[config.mk]
export PLATFORM = sky130hd
export DESIGN_NAME = ttt_game_ctrl
export DESIGN_NICKNAME = d
export VERILOG_FILES = /design/src/rtl/ttt_pkg.sv /design/src/rtl/ttt_line_check.sv /design/src/rtl/ttt_game_ctrl.sv
export SDC_FILE = /design/constraint.sdc
export NUM_CORES = 1
export LEC_CHECK = 0
export ABC_CLOCK_PERIOD_IN_PS = 9300
export CORE_MARGIN = 1.5
export CORE_UTILIZATION = 41
export CTS_CLUSTER_DIAMETER = 80
export DETAILED_ROUTE_END_ITERATION = 12
export GPL_TIMING_DRIVEN = 0
export SKIP_LAST_GASP = 1
export SYNTH_ARGS = -nofsm -noshare
export SYNTH_HDL_FRONTEND = slang
export SYNTH_SLANG_ARGS = --single-unit
[constraint.sdc]
create_clock -name clk -period 9.3 [get_ports clk]
set_clock_uncertainty 0.2 [all_clocks]
set_input_delay 1.86 -clock clk [delete_from_list [all_inputs] [get_ports clk]]
set_output_delay 1.86 -clock clk [all_outputs]
set_load 0.005 [all_outputs]
[src/rtl/ttt_pkg.sv]
// rtl/ttt_pkg.sv - shared cell codes, FSM state encoding and win-line table for the tic-tac-toe controller
package ttt_pkg;

    localparam logic [1:0] CELL_EMPTY = 2'b00;
    localparam logic [1:0] CELL_X     = 2'b01;
    localparam logic [1:0] CELL_O     = 2'b10;

    typedef enum logic [2:0] {
        ST_IDLE      = 3'd0,
        ST_WAIT_X    = 3'd1,
        ST_WAIT_O    = 3'd2,
        ST_CHECK     = 3'd3,
        ST_GAME_OVER = 3'd4
    } state_t;

    // Cell indices are 0-based, row-major (index 0 = pos1, index 8 = pos9).
    localparam int NUM_LINES = 8;
    localparam int LINE_TBL [NUM_LINES][3] = '{
        '{0, 1, 2}, '{3, 4, 5}, '{6, 7, 8},
        '{0, 3, 6}, '{1, 4, 7}, '{2, 5, 8},
        '{0, 4, 8}, '{2, 4, 6}
    };

    function automatic logic pos_valid(input logic [3:0] pos);
        return (pos >= 4'd1) && (pos <= 4'd9);
    endfunction

endpackage

[src/rtl/ttt_line_check.sv]
// rtl/ttt_line_check.sv - combinational detector for three equal non-empty cells on any of the 8 lines
module ttt_line_check
    import ttt_pkg::*;
(
    input  logic [17:0] cells,
    output logic        line_found,
    output logic [1:0]  line_owner
);

    logic [1:0] cell_a;
    logic [1:0] cell_b;
    logic [1:0] cell_c;

    // Scan every line; a completed line reports the code that fills it.
    always_comb begin
        line_found = 1'b0;
        line_owner = CELL_EMPTY;
        cell_a     = CELL_EMPTY;
        cell_b     = CELL_EMPTY;
        cell_c     = CELL_EMPTY;
        for (int l = 0; l < NUM_LINES; l++) begin
            cell_a = cells[2*LINE_TBL[l][0] +: 2];
            cell_b = cells[2*LINE_TBL[l][1] +: 2];
            cell_c = cells[2*LINE_TBL[l][2] +: 2];
            if ((cell_a != CELL_EMPTY) && (cell_a == cell_b) && (cell_b == cell_c)) begin
                line_found = 1'b1;
                line_owner = cell_a;
            end
        end
    end

endmodule

[src/rtl/ttt_game_ctrl.sv]
// rtl/ttt_game_ctrl.sv - tic-tac-toe game controller: turn FSM, board registers, move validation, turn timeout
module ttt_game_ctrl
    import ttt_pkg::*;
#(
    parameter int TIMEOUT_CYCLES = 1000
) (
    input  logic       clk,
    input  logic       reset,
    input  logic       start,
    input  logic       new_game,
    input  logic       req_x,
    input  logic       req_o,
    input  logic [3:0] pos_x,
    input  logic [3:0] pos_o,
    output logic [1:0] pos1,
    output logic [1:0] pos2,
    output logic [1:0] pos3,
    output logic [1:0] pos4,
    output logic [1:0] pos5,
    output logic [1:0] pos6,
    output logic [1:0] pos7,
    output logic [1:0] pos8,
    output logic [1:0] pos9,
    output logic       turn,
    output logic       won,
    output logic [1:0] winner,
    output logic       draw,
    output logic       illegal,
    output logic [2:0] state
);

    localparam logic [15:0] TIMER_LAST = 16'(TIMEOUT_CYCLES - 1);

    state_t      state_q;
    state_t      state_d;
    logic [1:0]  board_q [0:8];
    logic [3:0]  move_cnt_q;
    logic [15:0] timer_q;
    logic        won_q;
    logic [1:0]  winner_q;
    logic        draw_q;
    logic        illegal_q;
    logic        mover_o_q;

    logic        on_req;
    logic [3:0]  on_pos;
    logic        off_req;
    logic [3:0]  cell_idx;
    logic [1:0]  mover_code;
    logic        accept;
    logic        reject;
    logic        win_set;
    logic [1:0]  win_code;
    logic        draw_set;
    logic        clear_game;
    logic        enter_wait;

    logic [17:0] board_flat;
    logic        line_found;
    logic [1:0]  line_owner;

    // Flatten the registered board for the line checker (pos1 in the low bits).
    always_comb begin
        board_flat = '0;
        for (int k = 0; k < 9; k++) begin
            board_flat[2*k +: 2] = board_q[k];
        end
    end

    ttt_line_check u_line_check (
        .cells      (board_flat),
        .line_found (line_found),
        .line_owner (line_owner)
    );

    // Next-state logic plus move validation, timeout and end-of-game decisions.
    always_comb begin
        state_d    = state_q;
        on_req     = 1'b0;
        on_pos     = 4'd0;
        off_req    = 1'b0;
        mover_code = CELL_X;
        accept     = 1'b0;
        reject     = 1'b0;
        win_set    = 1'b0;
        win_code   = CELL_EMPTY;
        draw_set   = 1'b0;
        clear_game = 1'b0;

        if (state_q == ST_WAIT_O) begin
            on_req     = req_o;
            on_pos     = pos_o;
            off_req    = req_x;
            mover_code = CELL_O;
        end else begin
            on_req     = req_x;
            on_pos     = pos_x;
            off_req    = req_o;
            mover_code = CELL_X;
        end
        cell_idx = pos_valid(on_pos) ? (on_pos - 4'd1) : 4'd0;

        case (state_q)
            ST_IDLE: begin
                if (start) begin
                    state_d    = ST_WAIT_X;
                    clear_game = 1'b1;
                end
            end
            ST_WAIT_X, ST_WAIT_O: begin
                if (on_req && pos_valid(on_pos) && (board_q[cell_idx] == CELL_EMPTY)) begin
                    accept = 1'b1;
                end else if (on_req) begin
                    reject = 1'b1;
                end
                if (off_req) begin
                    reject = 1'b1;
                end
                if (accept) begin
                    state_d = ST_CHECK;
                end else if (timer_q == TIMER_LAST) begin
                    state_d  = ST_GAME_OVER;
                    win_set  = 1'b1;
                    win_code = (state_q == ST_WAIT_X) ? CELL_O : CELL_X;
                end
            end
            ST_CHECK: begin
                if (line_found) begin
                    state_d  = ST_GAME_OVER;
                    win_set  = 1'b1;
                    win_code = mover_o_q ? CELL_O : CELL_X;
                end else if (move_cnt_q == 4'd9) begin
                    state_d  = ST_GAME_OVER;
                    draw_set = 1'b1;
                end else begin
                    state_d = mover_o_q ? ST_WAIT_X : ST_WAIT_O;
                end
            end
            ST_GAME_OVER: begin
                if (new_game) begin
                    state_d    = ST_WAIT_X;
                    clear_game = 1'b1;
                end
            end
            default: state_d = ST_IDLE;
        endcase

        enter_wait = ((state_d == ST_WAIT_X) || (state_d == ST_WAIT_O)) && (state_d != state_q);
    end

    // State, board, counters and result flags; reset wins over everything else.
    always_ff @(posedge clk) begin
        if (reset) begin
            state_q    <= ST_IDLE;
            for (int k = 0; k < 9; k++) begin
                board_q[k] <= CELL_EMPTY;
            end
            move_cnt_q <= 4'd0;
            timer_q    <= 16'd0;
            won_q      <= 1'b0;
            winner_q   <= CELL_EMPTY;
            draw_q     <= 1'b0;
            illegal_q  <= 1'b0;
            mover_o_q  <= 1'b0;
        end else begin
            state_q   <= state_d;
            illegal_q <= reject;

            if (clear_game) begin
                for (int k = 0; k < 9; k++) begin
                    board_q[k] <= CELL_EMPTY;
                end
                move_cnt_q <= 4'd0;
                won_q      <= 1'b0;
                winner_q   <= CELL_EMPTY;
                draw_q     <= 1'b0;
            end

            if (accept) begin
                board_q[cell_idx] <= mover_code;
                mover_o_q         <= (state_q == ST_WAIT_O);
                if (move_cnt_q != 4'd9) begin
                    move_cnt_q <= move_cnt_q + 4'd1;
                end
            end

            if (win_set) begin
                won_q    <= 1'b1;
                winner_q <= win_code;
            end
            if (draw_set) begin
                draw_q <= 1'b1;
            end

            // A rejected request does not restart the turn timer.
            if (enter_wait) begin
                timer_q <= 16'd0;
            end else if ((state_q == ST_WAIT_X) || (state_q == ST_WAIT_O)) begin
                timer_q <= timer_q + 16'd1;
            end
        end
    end

    assign pos1    = board_q[0];
    assign pos2    = board_q[1];
    assign pos3    = board_q[2];
    assign pos4    = board_q[3];
    assign pos5    = board_q[4];
    assign pos6    = board_q[5];
    assign pos7    = board_q[6];
    assign pos8    = board_q[7];
    assign pos9    = board_q[8];
    assign turn    = (state_q == ST_WAIT_O);
    assign won     = won_q;
    assign winner  = winner_q;
    assign draw    = draw_q;
    assign illegal = illegal_q;
    assign state   = state_q;

endmodule

Yosys cells after proc, flatten, opt, wreduce, memory -nomap -nowiden
Memory sizes are Yosys's and may differ from the RTL's.
Cells that the tools add are included.
Widths: inputs -> output; s select.
- memories kept: 1
- logic and storage cells: 156
- memory bits (read-only): 0
- latch bits: 0
- output and inout bits: 27
- flip-flop bits (word level): 29
- memory bits (writable): 18
- multiply operators: 0
- equal/unequal tests: 26
- add/subtract/negate cells: 3
- $lt $le $gt $ge: 2
- multiplexer cells: 71
- reductions and logical operators: 35
- shift operators: 0
- div/mod/pow operators: 0
- bitwise gates (word level): 10
- memories (memory ; words ; width ; read ports ; clocked after Yosys merged registers in ; write ports ; line ; text):
    board_q ; 9 ; 2 ; 10 ; 0 ; 9 ; ttt_game_ctrl.sv:36 ; logic [1:0] board_q [0:8];
- operators by type and width (cell ; count):
    $mux 2 ; 19
    $mux 1 ; 36
    $eq 2x2->1 ; 16
    $mux 4 ; 6
    $logic_and 1x1->1 ; 20
    $mux 3 ; 6
    $add 16x1->16 const B ; 1
    $eq 16x10->1 const B ; 1
    $reduce_bool 2->1 ; 7
    $pmux 3 s4 ; 1
    $eq 3x2->1 const B ; 3
    $or 1x1->1 ; 9
    $reduce_or 2->1 ; 4
    $eq 3x1->1 const B ; 2
    $add 4x1->4 const B ; 1
    $eq 4x4->1 const B ; 1
    $ge 4x1->1 const B ; 1
    $le 4x4->1 const B ; 1
    $ne 4x4->1 const B ; 1
    $pmux 1 s2 ; 2
    $pmux 2 s2 ; 1
    $sub 4x1->4 const B ; 1
    $eq 3x3->1 const B ; 1
    $logic_not 3->1 ; 1
    other kinds (4) ; 5

Logic depth before layout (Yosys ltp)
Gate-level depths: netlist of the first run.
- word-level depth: 17
- mapped depth: 11

Cells and area by module
Synthesis of the first run repeated with hierarchy kept, for this count alone.
- cells, all modules: 392
- area, all modules: 3433.3 um2
- by module, submodules not included (module ; area each (um2) ; cells an instance ; seq. area each (um2) ; times used):
    ttt_game_ctrl ; 2930.3 ; 316 ; 1241.2 ; 1
    ttt_line_check ; 503.0 ; 76 ; 0.0 ; 1

Worst setup path before layout of the first run
OpenSTA, ideal clock, no wires.
- path type: input to register
- start: input pos_o[1]
- end: memory board_q[2][0], enable pin
- arrival time: 3.916 ns
- cell stages on the path: 8
- library setup time: 0.338 ns
- required time: 8.762 ns
- setup slack: 4.846 ns
- cell sequence: clkbuf_1 > nor3b_1 > o211ai_1 > a32o_1 > a221oi_1 > o311ai_4 > clkbuf_1 > o31ai_1
- RTL lines (item ; line ; text):
    from (decl) ; ttt_game_ctrl.sv:14 ; input logic [3:0] pos_o,
    to (decl) ; ttt_game_ctrl.sv:36 ;

==> qor.yml, run 1 <==
die_h_um: 89.4
criticalPathCategory: "input port to flip-flop"
place_area_sq_um: 3540
utilization_pct: 50.1
grt_pass1_wl_um: 13400
synth_top_family_by_area: "simple AND/OR/NAND/NOR gates"
syn_avg_cell_area_sq_um: 8.82
rrSetupSlack_ns: 5.45
min_period_ns: 5.31
dr_total_vias: 2959
fp.coreArea_sq_um: 7250
fin_cells: 490
gp_congestion: 0.868
synth_edf_count: 18
setup.worst_path.start: "pos_o[3]"
ys_types: 62
cts_tree: "built"
final_cell_mix: "clkdlybuf4s50_1 (36), nor2_1 (32), dfxtp_1 (29)"
cts-resized-gates: 0
synthSimpleGateAreaFrac_pct: 29.8
m1WireLength_um: 3930
drv_cap: 0
path_clk_slew_ns: 0.09
io_buffers: 36
hpwl_um: 6040
cts_made_buffers: 5
wl_met2_um: 3840
fin_crit_sh_pct: 57.1
dr_wl_met3_um: 472
wire_per_inst_um: 17.1
via_per_inst: 6.04
synth_area_sq_um: 3060
rsz0062_at_grt: "false"
die_w_um: 89.4
dr.pass1.iters: 5
antenna_left: 0
synth_nets: 364
layout_commonest_cell: "clkdlybuf4s50_1"
endpoint_kind: "flip-flop"
n_antenna_cell: 0
synth_compound_area_share_pct: 18.8
r2r_start: "state[1]$_SDFF_PP0_"
yosysSeqAreaShare_pct: 36.6
synthMuxAreaShare_pct: 4.17
synthAdderAreaFrac_pct: 1.23
dp_cells: 482
tns_ns: 0
yosys_warnings: 0
nFillCells: 712
initial_core_util_pct: 42.2
cts_root_buf: "clkbuf_8"
yosys_register_bits: 47
min_path_type: "flip-flop to flip-flop"
synth_xor_area_share_pct: 4.87
slew_headroom_pct: 21.1
grt_max_degree: 16
synthCells: 347
rows: 31
die-area_sq_um: 7990
startpoint_type: "input port"
drt-initial-drc-count: 298
cp.arrival_ns: 5.09
powerDensity_nw_per_um2: 131
drc: 0
hp-start: "won$_SDFFE_PP0P_"
post_cts_buffers: 0
p_leak_uw: 0.00121
tightest_slew_ns: 1.17
cts_buffer_depth: 2
htreeDepth: 2
dr.max_layer_used: "met4"
status: "finished clean"
vdd_ir_drop_max_mv: 0.0840
grt.overflow.total: 0
fin_area_sq_um: 3630
layout.nets: 407
insertion_delay_ns: 0.31
area_delta_synth_final_pct: 18.7
gr-usage-all-layers_pct: 21.9
ys.flop_type: "dfxtp_1"
clock.fmax_ghz: 0.188
io_pins: 41
final_hold_viol_count: 0
drt_wl_total_um: 8390
first_global_vias: 2627
grt_antenna_before_repair: 0
setup_violations: 0
cts_hold_buf: 0
required_ns: 9.07
whs_ns: 0.266
worst-path-max-fanout: 10
clkSinkCount: 47
synth-async-reset-ratio_pct: 0
slew_violations: 0
drive_above_1_share_pct: 6.65
-- synthesized netlist by cell type, types with 7 or more instances --
cell	instances	area share, %
edfxtp_1	18	18
a21oi_1	17	2.8
o21ai_0	15	2.5
nor2_1	32	3.9
clkbuf_1	13	1.6
xor2_1	12	3.4
and3_1	9	1.8
nand2_1	20	2.5
mux2i_1	9	2.9
nand3_1	14	2.3
or3_1	7	1.4
inv_1	11	1.3
nor3_1	26	4.3
dfxtp_1	29	19
nor2b_1	10	2.0
-- per-layer routing --
layer / vias to the layer above / track usage, %
met2: 120 / 33.8
met4: 0 / 7.27
met3: 13 / 3.23
li1: 1400 / -
met1: 1426 / 31.3
met5: - / 0
-- stage by stage --
step	total power, uW	worst slack [ns]
after global routing	501	3.82
after detailed placement	356	3.72
after floorplan	309	4.85
after global placement	354	3.69
final	477	3.99
after CTS	481	4.04
-- report_power, final --
| group | switching (uW) | internal, uW | total (uW) | leakage, uW |
|---|---|---|---|---|
| Clock | 72.5 | 52.5 | 125 | 0.0000418 |
| Sequential | 14.6 | 224 | 238 | 0.000430 |
| Combinational | 64.7 | 49.0 | 114 | 0.000736 |
-- critical path: stages --
cell             delay, ns
clkdlybuf4s50_1       0.66
nor3b_1               0.47
o211ai_1              0.21
a32o_1                0.30
a221oi_1              0.56
o311ai_4              0.25
clkbuf_1              0.32
o31ai_1               0.45
-- path summary, 6_finish.rpt --
check	endpoint	cells past startpoint
worst min register to register	won$_SDFFE_PP0P_	2
worst max-delay path	board_q[2][0]$_SDFFCE_PN0P_	8
worst min-delay path	won$_SDFFE_PP0P_	2
worst max register to register	board_q[2][0]$_SDFFCE_PN0P_	10
-- cell type report --
type                    count  area [sq um]  area share, %
multi-input cells         270          1800           49.6
flip-flops and latches     47          1120           30.9
repair buffers             36           360           9.92
well taps                  99           124           3.41
plain buffers              19          96.3           2.65
clock buffers               5          68.8           1.89
inverters                  11          41.3           1.14
clock inverters             3          20.0          0.551
-- state kept, by name, indices dropped and copies added, names as in the netlist --
register and count:
board_q 18, timer_q 16, move_cnt_q 4, state 3, winner 2, draw 1
illegal 1, mover_o_q 1, won 1
-- cell families (layout without fill, tap and decap cells) --
group           Yosys count  count (layout)
simple gates            163             163
mux                      12              12
fa+ha+maj                 3               3
flops                    47              47
compound gates           75              75
buf+inv                  30              74
xor+xnor                 17              17
Power figures use the tool's default switching activity.
==> run 2: changes to the inputs <==
--- a/config.mk
+++ b/config.mk
@@ -5,7 +5,7 @@
 export SDC_FILE = /design/constraint.sdc
 export NUM_CORES = 1
 export LEC_CHECK = 0
-export ABC_CLOCK_PERIOD_IN_PS = 9300
+export ABC_CLOCK_PERIOD_IN_PS = 5230
 export CORE_MARGIN = 1.5
 export CORE_UTILIZATION = 41
 export CTS_CLUSTER_DIAMETER = 80
==> constraint.sdc (replaced) <==
create_clock -name clk -period 5.23 [get_ports clk]
set_clock_uncertainty 0.2 [all_clocks]
set_input_delay 1.046 -clock clk [delete_from_list [all_inputs] [get_ports clk]]
set_output_delay 1.046 -clock clk [all_outputs]
set_load 0.005 [all_outputs]
==> results of run 2 <==
The final DEF is identical to that of run 1. Status: finished clean.
Among the figures that moved: setup slack after placement 3.72 ns -> 0.465 ns; setup slack after layout 3.99 ns -> 0.732 ns; register-to-register setup slack 5.45 ns -> 1.38 ns; total power 477 uW -> 848 uW; worst IR drop on VDD 0.0840 mV -> 0.149 mV
